==> src/rtl/tl_pkg.sv <==
// Shared TL-UL encodings and FSM state type for the responder.
package tl_pkg;

  typedef enum logic [2:0] {
    A_PUT_FULL    = 3'd0,
    A_PUT_PARTIAL = 3'd1,
    A_GET         = 3'd4
  } a_opcode_e;

  typedef enum logic [2:0] {
    D_ACCESS_ACK      = 3'd0,
    D_ACCESS_ACK_DATA = 3'd1
  } d_opcode_e;

  typedef enum logic [1:0] {
    SZ_1B   = 2'd0,
    SZ_2B   = 2'd1,
    SZ_4B   = 2'd2,
    SZ_RSVD = 2'd3
  } size_e;

  typedef enum logic [1:0] {
    ST_IDLE,
    ST_ACCESS,
    ST_WAIT_RD,
    ST_RESP
  } state_e;

  // Byte lanes covered by an access of the given size at the given word offset.
  function automatic logic [3:0] lane_mask(input logic [1:0] size, input logic [1:0] off);
    case (size)
      SZ_1B:   lane_mask = 4'b0001 << off;
      SZ_2B:   lane_mask = 4'b0011 << {off[1], 1'b0};
      SZ_4B:   lane_mask = 4'b1111;
      default: lane_mask = 4'b0000;
    endcase
  endfunction

endpackage

==> src/rtl/tl_req_check.sv <==
// Combinational legality check of an A-channel request.
module tl_req_check
  import tl_pkg::*;
(
  input  logic [2:0] i_opcode,
  input  logic [1:0] i_size,
  input  logic [1:0] i_addr_lo,
  input  logic [3:0] i_mask,
  output logic       o_legal
);

  logic       w_op_ok;
  logic       w_size_ok;
  logic       w_align_ok;
  logic       w_mask_ok;
  logic       w_full_ok;
  logic [3:0] w_lanes;

  always_comb begin
    w_op_ok   = (i_opcode == A_PUT_FULL) || (i_opcode == A_PUT_PARTIAL) ||
                (i_opcode == A_GET);
    w_size_ok = (i_size != SZ_RSVD);
    case (i_size)
      SZ_2B:   w_align_ok = ~i_addr_lo[0];
      SZ_4B:   w_align_ok = (i_addr_lo == 2'b00);
      default: w_align_ok = 1'b1;
    endcase
    w_lanes   = lane_mask(i_size, i_addr_lo);
    w_mask_ok = (i_mask != 4'b0000) && ((i_mask & ~w_lanes) == 4'b0000);
    // A full put must write every addressed byte, not just a subset.
    w_full_ok = (i_opcode != A_PUT_FULL) || (i_mask == w_lanes);
    o_legal   = w_op_ok && w_size_ok && w_align_ok && w_mask_ok && w_full_ok;
  end

endmodule

==> src/rtl/tl_ul_responder.sv <==
// Single-outstanding TL-UL slave: accepts a request, issues one memory strobe,
// and returns a registered D-channel response (error response if illegal).
module tl_ul_responder
  import tl_pkg::*;
#(
  parameter int AW = 12,
  parameter int DW = 32
) (
  input  logic          clk,
  input  logic          reset,

  input  logic          a_valid_i,
  output logic          a_ready_o,
  input  logic [2:0]    a_opcode_i,
  input  logic [1:0]    a_size_i,
  input  logic [AW-1:0] a_address_i,
  input  logic [3:0]    a_mask_i,
  input  logic [DW-1:0] a_data_i,

  output logic          d_valid_o,
  input  logic          d_ready_i,
  output logic [2:0]    d_opcode_o,
  output logic [1:0]    d_size_o,
  output logic [DW-1:0] d_data_o,
  output logic          d_error_o,

  output logic          mem_req_o,
  output logic          mem_we_o,
  output logic [AW-3:0] mem_addr_o,
  output logic [3:0]    mem_be_o,
  output logic [DW-1:0] mem_wdata_o,
  input  logic [DW-1:0] mem_rdata_i
);

  state_e        r_state;
  logic [2:0]    r_opcode;
  logic [1:0]    r_size;
  logic [AW-3:0] r_addr_word;
  logic [3:0]    r_mask;
  logic [DW-1:0] r_wdata;
  logic          r_mem_req;
  logic          r_mem_we;
  logic          r_d_valid;
  logic          r_d_error;
  logic [2:0]    r_d_opcode;
  logic [DW-1:0] r_d_data;
  logic          w_legal;

  tl_req_check u_req_check (
    .i_opcode  (a_opcode_i),
    .i_size    (a_size_i),
    .i_addr_lo (a_address_i[1:0]),
    .i_mask    (a_mask_i),
    .o_legal   (w_legal)
  );

  always_ff @(posedge clk or posedge reset) begin
    if (reset) begin
      r_state     <= ST_IDLE;
      r_opcode    <= '0;
      r_size      <= '0;
      r_addr_word <= '0;
      r_mask      <= '0;
      r_wdata     <= '0;
      r_mem_req   <= 1'b0;
      r_mem_we    <= 1'b0;
      r_d_valid   <= 1'b0;
      r_d_error   <= 1'b0;
      r_d_opcode  <= '0;
      r_d_data    <= '0;
    end else begin
      r_mem_req <= 1'b0;
      case (r_state)
        ST_IDLE: begin
          if (a_valid_i) begin
            r_opcode    <= a_opcode_i;
            r_size      <= a_size_i;
            r_addr_word <= a_address_i[AW-1:2];
            r_mask      <= a_mask_i;
            r_wdata     <= a_data_i;
            if (w_legal) begin
              r_mem_req <= 1'b1;
              r_mem_we  <= (a_opcode_i != A_GET);
              r_state   <= ST_ACCESS;
            end else begin
              // Rejected requests skip memory; opcode class still picks the ack type.
              r_d_valid  <= 1'b1;
              r_d_error  <= 1'b1;
              r_d_opcode <= (a_opcode_i == A_GET) ? D_ACCESS_ACK_DATA : D_ACCESS_ACK;
              r_d_data   <= '0;
              r_state    <= ST_RESP;
            end
          end
        end
        ST_ACCESS: begin
          if (r_opcode == A_GET) begin
            r_state <= ST_WAIT_RD;
          end else begin
            r_d_valid  <= 1'b1;
            r_d_error  <= 1'b0;
            r_d_opcode <= D_ACCESS_ACK;
            r_d_data   <= '0;
            r_state    <= ST_RESP;
          end
        end
        ST_WAIT_RD: begin
          r_d_valid  <= 1'b1;
          r_d_error  <= 1'b0;
          r_d_opcode <= D_ACCESS_ACK_DATA;
          r_d_data   <= mem_rdata_i;
          r_state    <= ST_RESP;
        end
        ST_RESP: begin
          if (r_d_valid && d_ready_i) begin
            r_d_valid <= 1'b0;
            r_d_error <= 1'b0;
            r_state   <= ST_IDLE;
          end
        end
        default: r_state <= ST_IDLE;
      endcase
    end
  end

  // Gated by reset so the port reads 0 while reset is held and 1 right after release.
  assign a_ready_o   = (r_state == ST_IDLE) && !reset;

  assign d_valid_o   = r_d_valid;
  assign d_opcode_o  = r_d_opcode;
  assign d_size_o    = r_size;
  assign d_data_o    = r_d_data;
  assign d_error_o   = r_d_error;

  assign mem_req_o   = r_mem_req;
  assign mem_we_o    = r_mem_we;
  assign mem_addr_o  = r_addr_word;
  assign mem_be_o    = r_mask;
  assign mem_wdata_o = r_wdata;

endmodule
==> config.mk <==
export PLATFORM = sky130hd
export DESIGN_NAME = tl_ul_responder
export DESIGN_NICKNAME = d
export VERILOG_FILES = /design/src/rtl/tl_pkg.sv /design/src/rtl/tl_req_check.sv /design/src/rtl/tl_ul_responder.sv
export SDC_FILE = /design/constraint.sdc
export NUM_CORES = 1
export LEC_CHECK = 0
export ABC_CLOCK_PERIOD_IN_PS = 2930
export CORE_MARGIN = 5
export CORE_UTILIZATION = 38
export DETAILED_ROUTE_END_ITERATION = 16
export HOLD_SLACK_MARGIN = 0.02
export PLACE_DENSITY = 0.79
export SYNTH_ARGS = -nofsm -noshare
export SYNTH_HDL_FRONTEND = slang
export SYNTH_SLANG_ARGS = --single-unit
==> constraint.sdc <==
create_clock -name clk -period 2.93 [get_ports clk]
set_input_delay 0.4395 -clock clk [delete_from_list [all_inputs] [get_ports clk]]
set_output_delay 0.4395 -clock clk [all_outputs]
set_load 0.05 [all_outputs]
==> impl_metrics.csv, run 1 <==
group,metric,value,unit
sta,tightest_slew,0.594,ns
sta,finClkSkew,0.00484,ns
global_route,grt_first_pass_wirelength,15900,µm
clocking,clock-sinks,90,
clocking,cts-root-buf,"clkbuf_8",
power,total_power,8.28,mW
global_route,grt-ovfl-total,0,
route,wire_per_inst,15.6,µm
synthesis,synthXorXnorAreaFrac,0,
critical_path,startpoint_type,"input port",
final_layout,regArea,2250,µm²
final_layout,layout.nets,613,
global_route,grt_pass1_vias,3277,
floorplan,start_util,0.390,
critical_path,critPathMaxStageDelay,0.61,ns
global_route,antenna_found_initial,0,
final_layout,multiInputGateArea,1560,µm²
run,cap_violations,0,
synthesis,synth_flop_cell,"dfrtp_1",
synthesis,synth_top_family_by_area,"multiplexers",
sta,rsz0062_at_grt,"false",
sta,fin_crit,2.81,ns
power,powerDensity,1310,nW/µm²
floorplan,die_w,113,µm
clocking,hold_buffers,0,
power,vdd_drop_max,0.698,mV
final_layout,final_cell_mix,"clkdlybuf4s50_1 (172), dfrtp_1 (90), mux2_2 (50)",
route,drt_iter0_markers,102,
synthesis,ys_async_sr_fraction,1.00,
final_layout,drive_gt1_frac,0.198,
power,combPwrFrac,0.613,
global_route,grt_max_degree,48,
synthesis,synth_seq_area_share,0.557,
synthesis,synth.avg_cell_area,12.6,µm²
critical_path,cp_cell_sequence,"clkdlybuf4s50_1 > a21oi_1 > o21ai_1 > nand2b_1 > ha_1 > and4_1 > o31ai_2 > a211oi_2 > a2111o_2 > buf_12 > mux2i_2",
place,port_buffers,174,
synthesis,syn_inst,321,
route,viasPerCell,4.62,
synthesis,synth_compound_area_frac,0.0421,
outcome,status,"complete, no violations",
synthesis,muxShareOfSynthArea,0.227,
critical_path,critPathBufInv,2,
critical_path,worstPathArrival,3.05,ns
sta,slew_headroom,0.604,
floorplan,rows,37,
clocking,htreeDepth,3,
place,pre_cts_slack,-0.414,ns
critical_path,end_kind,"flop",
sta,fin_crit_sh,0.959,
synthesis,yosys.cell_types.count,32,
critical_path,path_class,"input port to flop",
final_layout,final_common_cell,"clkdlybuf4s50_1",
sta,hold_violations,0,
route,drtPass1Iterations,4,
synthesis,synthAdderAreaFrac,0.0464,
final_layout,area_growth,56.4,%
sta,final_max_slew_viol_count,0,
route,wirelength,10100,µm
critical_path,cp_max_fo,7,
power,p_int,4.42,mW
clocking,cts_inserted_buffers,9,
sta,fmax,0.356,GHz
clocking,cts_tree,"yes",
floorplan,fp.dieH,113,µm
power,clkPwrFrac,0.126,
floorplan,ios,177,
critical_path,crit_slowest_cell,"a2111o_2",
synthesis,synth-edff-count,0,
route,vias,3000,
sta,layout_setup_ws,0.119,ns
power,swShare,0.466,
final_layout,fillerInstances,808,
place,gp_congestion,0.763,
power,power.net_switching,3.86,mW
final_layout,utilization,0.610,
clocking,clock_path_buffers,2,
place,dpl.hpwl,7490,µm
clocking,clkLatencyLatePin,0.35,ns
clocking,path_clk_slew,0.09,ns
power,p_seq_frac,0.261,
critical_path,required,3.16,ns
sta,finalSetupViolCount,0,
synthesis,synth-simple-area-share,0.0597,
route,drc,0,
synthesis,syn_area,4050,µm²
global_route,track_usage,0.155,
power,power_leakage,2.80,nW
floorplan,die-area,12800,µm²
synthesis,synth_warnings,0,
final_layout,n_antenna_cell,0,
synthesis,synth-seq-cells,90,
hold_path,hp-class,"input port to flop",
critical_path,crit_family,"compound AO/OA/AOI/OAI gates",
route,ant_nets,0,
floorplan,core-area,10400,µm²
state kept, by name (all words and copies together), names as in the netlist:
signal and flops:
d_data_o 32, d_error_o 1, d_opcode_o 1, d_size_o 2, d_valid_o 1, mem_addr_o 10
mem_be_o 4, mem_req_o 1, mem_wdata_o 32, mem_we_o 1, r_opcode 3, r_state 2
worst register-to-register path, stage by stage (launching register included):
cell      delay, ns
dfrtp_1        0.44
inv_1          0.11
ha_1           0.27
nor2b_1        0.18
a2111o_2       0.57
buf_12         0.20
mux2i_2        0.15
synth_stat cells (2+ instances only):
| library cell | instances | share of area |
|---|---|---|
| nand2_1 | 38 | 0.035 |
| dfrtp_1 | 90 | 0.56 |
| o21ai_0 | 8 | 0.0099 |
| nand2b_1 | 2 | 0.0031 |
| nor2b_1 | 4 | 0.0062 |
| a21o_1 | 4 | 0.0074 |
| mux2_2 | 50 | 0.14 |
| mux2i_1 | 33 | 0.082 |
| ha_1 | 15 | 0.046 |
| buf_12 | 3 | 0.015 |
| a211oi_1 | 3 | 0.0056 |
| buf_4 | 2 | 0.0037 |
| nor2_1 | 3 | 0.0028 |
| clkbuf_1 | 9 | 0.0084 |
| inv_1 | 40 | 0.037 |
layout make-up:
class                   count  share of cell area
flip-flops and latches     90               0.356
clock buffers              12              0.0245
well taps                 136              0.0269
multi-input cells         177               0.247
clock inverters             4              0.0154
inverters                  40              0.0241
repair buffers            191               0.306
logic make-up after synthesis:
kind of cell / count (synthesis)
flip-flops: 90
multiplexers: 85
buffers and inverters: 55
AND/OR/NAND/NOR: 53
AO/OA/AOI/OAI: 22
adder cells (fa/ha/maj): 15
other: 1
stage by stage:
step	hold WS [ns]	setup TNS [ns]	std cells	area, µm²
after floorplan	0.480	0	322	4050
after global placement	0.468	-11.45	631	5980
after detailed placement	0.475	-13.71	631	5980
after CTS	0.496	0	647	6230
after global routing	0.436	0	650	6330
final	0.449	0	650	6330
path summary, 6_finish.rpt:
path                           startpoint              end  slack (ns)  cells after the start
hold / removal                a_size_i[1]      d_size_o[1]        0.45                      3
min in group asynchronous           reset     d_data_o[19]        0.53                      2
hold reg to reg               d_size_o[1]      d_size_o[1]        0.49                      2
max in group asynchronous           reset  mem_wdata_o[24]        1.61                      3
setup reg to reg               r_state[1]     d_data_o[27]        0.91                      6
setup / recovery           a_address_i[0]     d_data_o[27]        0.12                     11
power by group through the flow:
stage | logic, mW | registers, mW | clock network [mW]
6_report | 5.08 | 2.16 | 1.04
3_3_place_gp | 4.88 | 2.16 | 0
2_1_floorplan | 1.42 | 4.16 | 0
4_1_cts | 4.96 | 2.17 | 1.07
5_1_grt | 5.33 | 2.25 | 1.14
3_5_place_dp | 4.95 | 2.19 | 0
layer usage:
layer,up-vias,share of wire,global-route usage
met4,0,0.011,0.0369
met1,1446,0.40,0.187
met3,10,0.10,0.0733
met2,116,0.49,0.252
met5,-,0,0
li1,1428,-,-
repair_timing:
item	in CTS	in global routing
gates cloned	0	3
gates resized for setup	0	15
setup endpoints to repair	27	35
pin swaps	1	5
buffers inserted	0	0
(Power assumes the default switching activity.)
==> run 2: changes to the inputs <==
Settings changed: ABC_CLOCK_PERIOD_IN_PS 2930 to not set.
==> results of run 2 <==
Final layout, timing and power as in run 1 (identical DEF).
==> run 3: changes to the inputs <==
Settings changed: TNS_END_PERCENT set to 20.
==> results of run 3 <==
Final layout, timing and power as in run 1 (identical DEF).
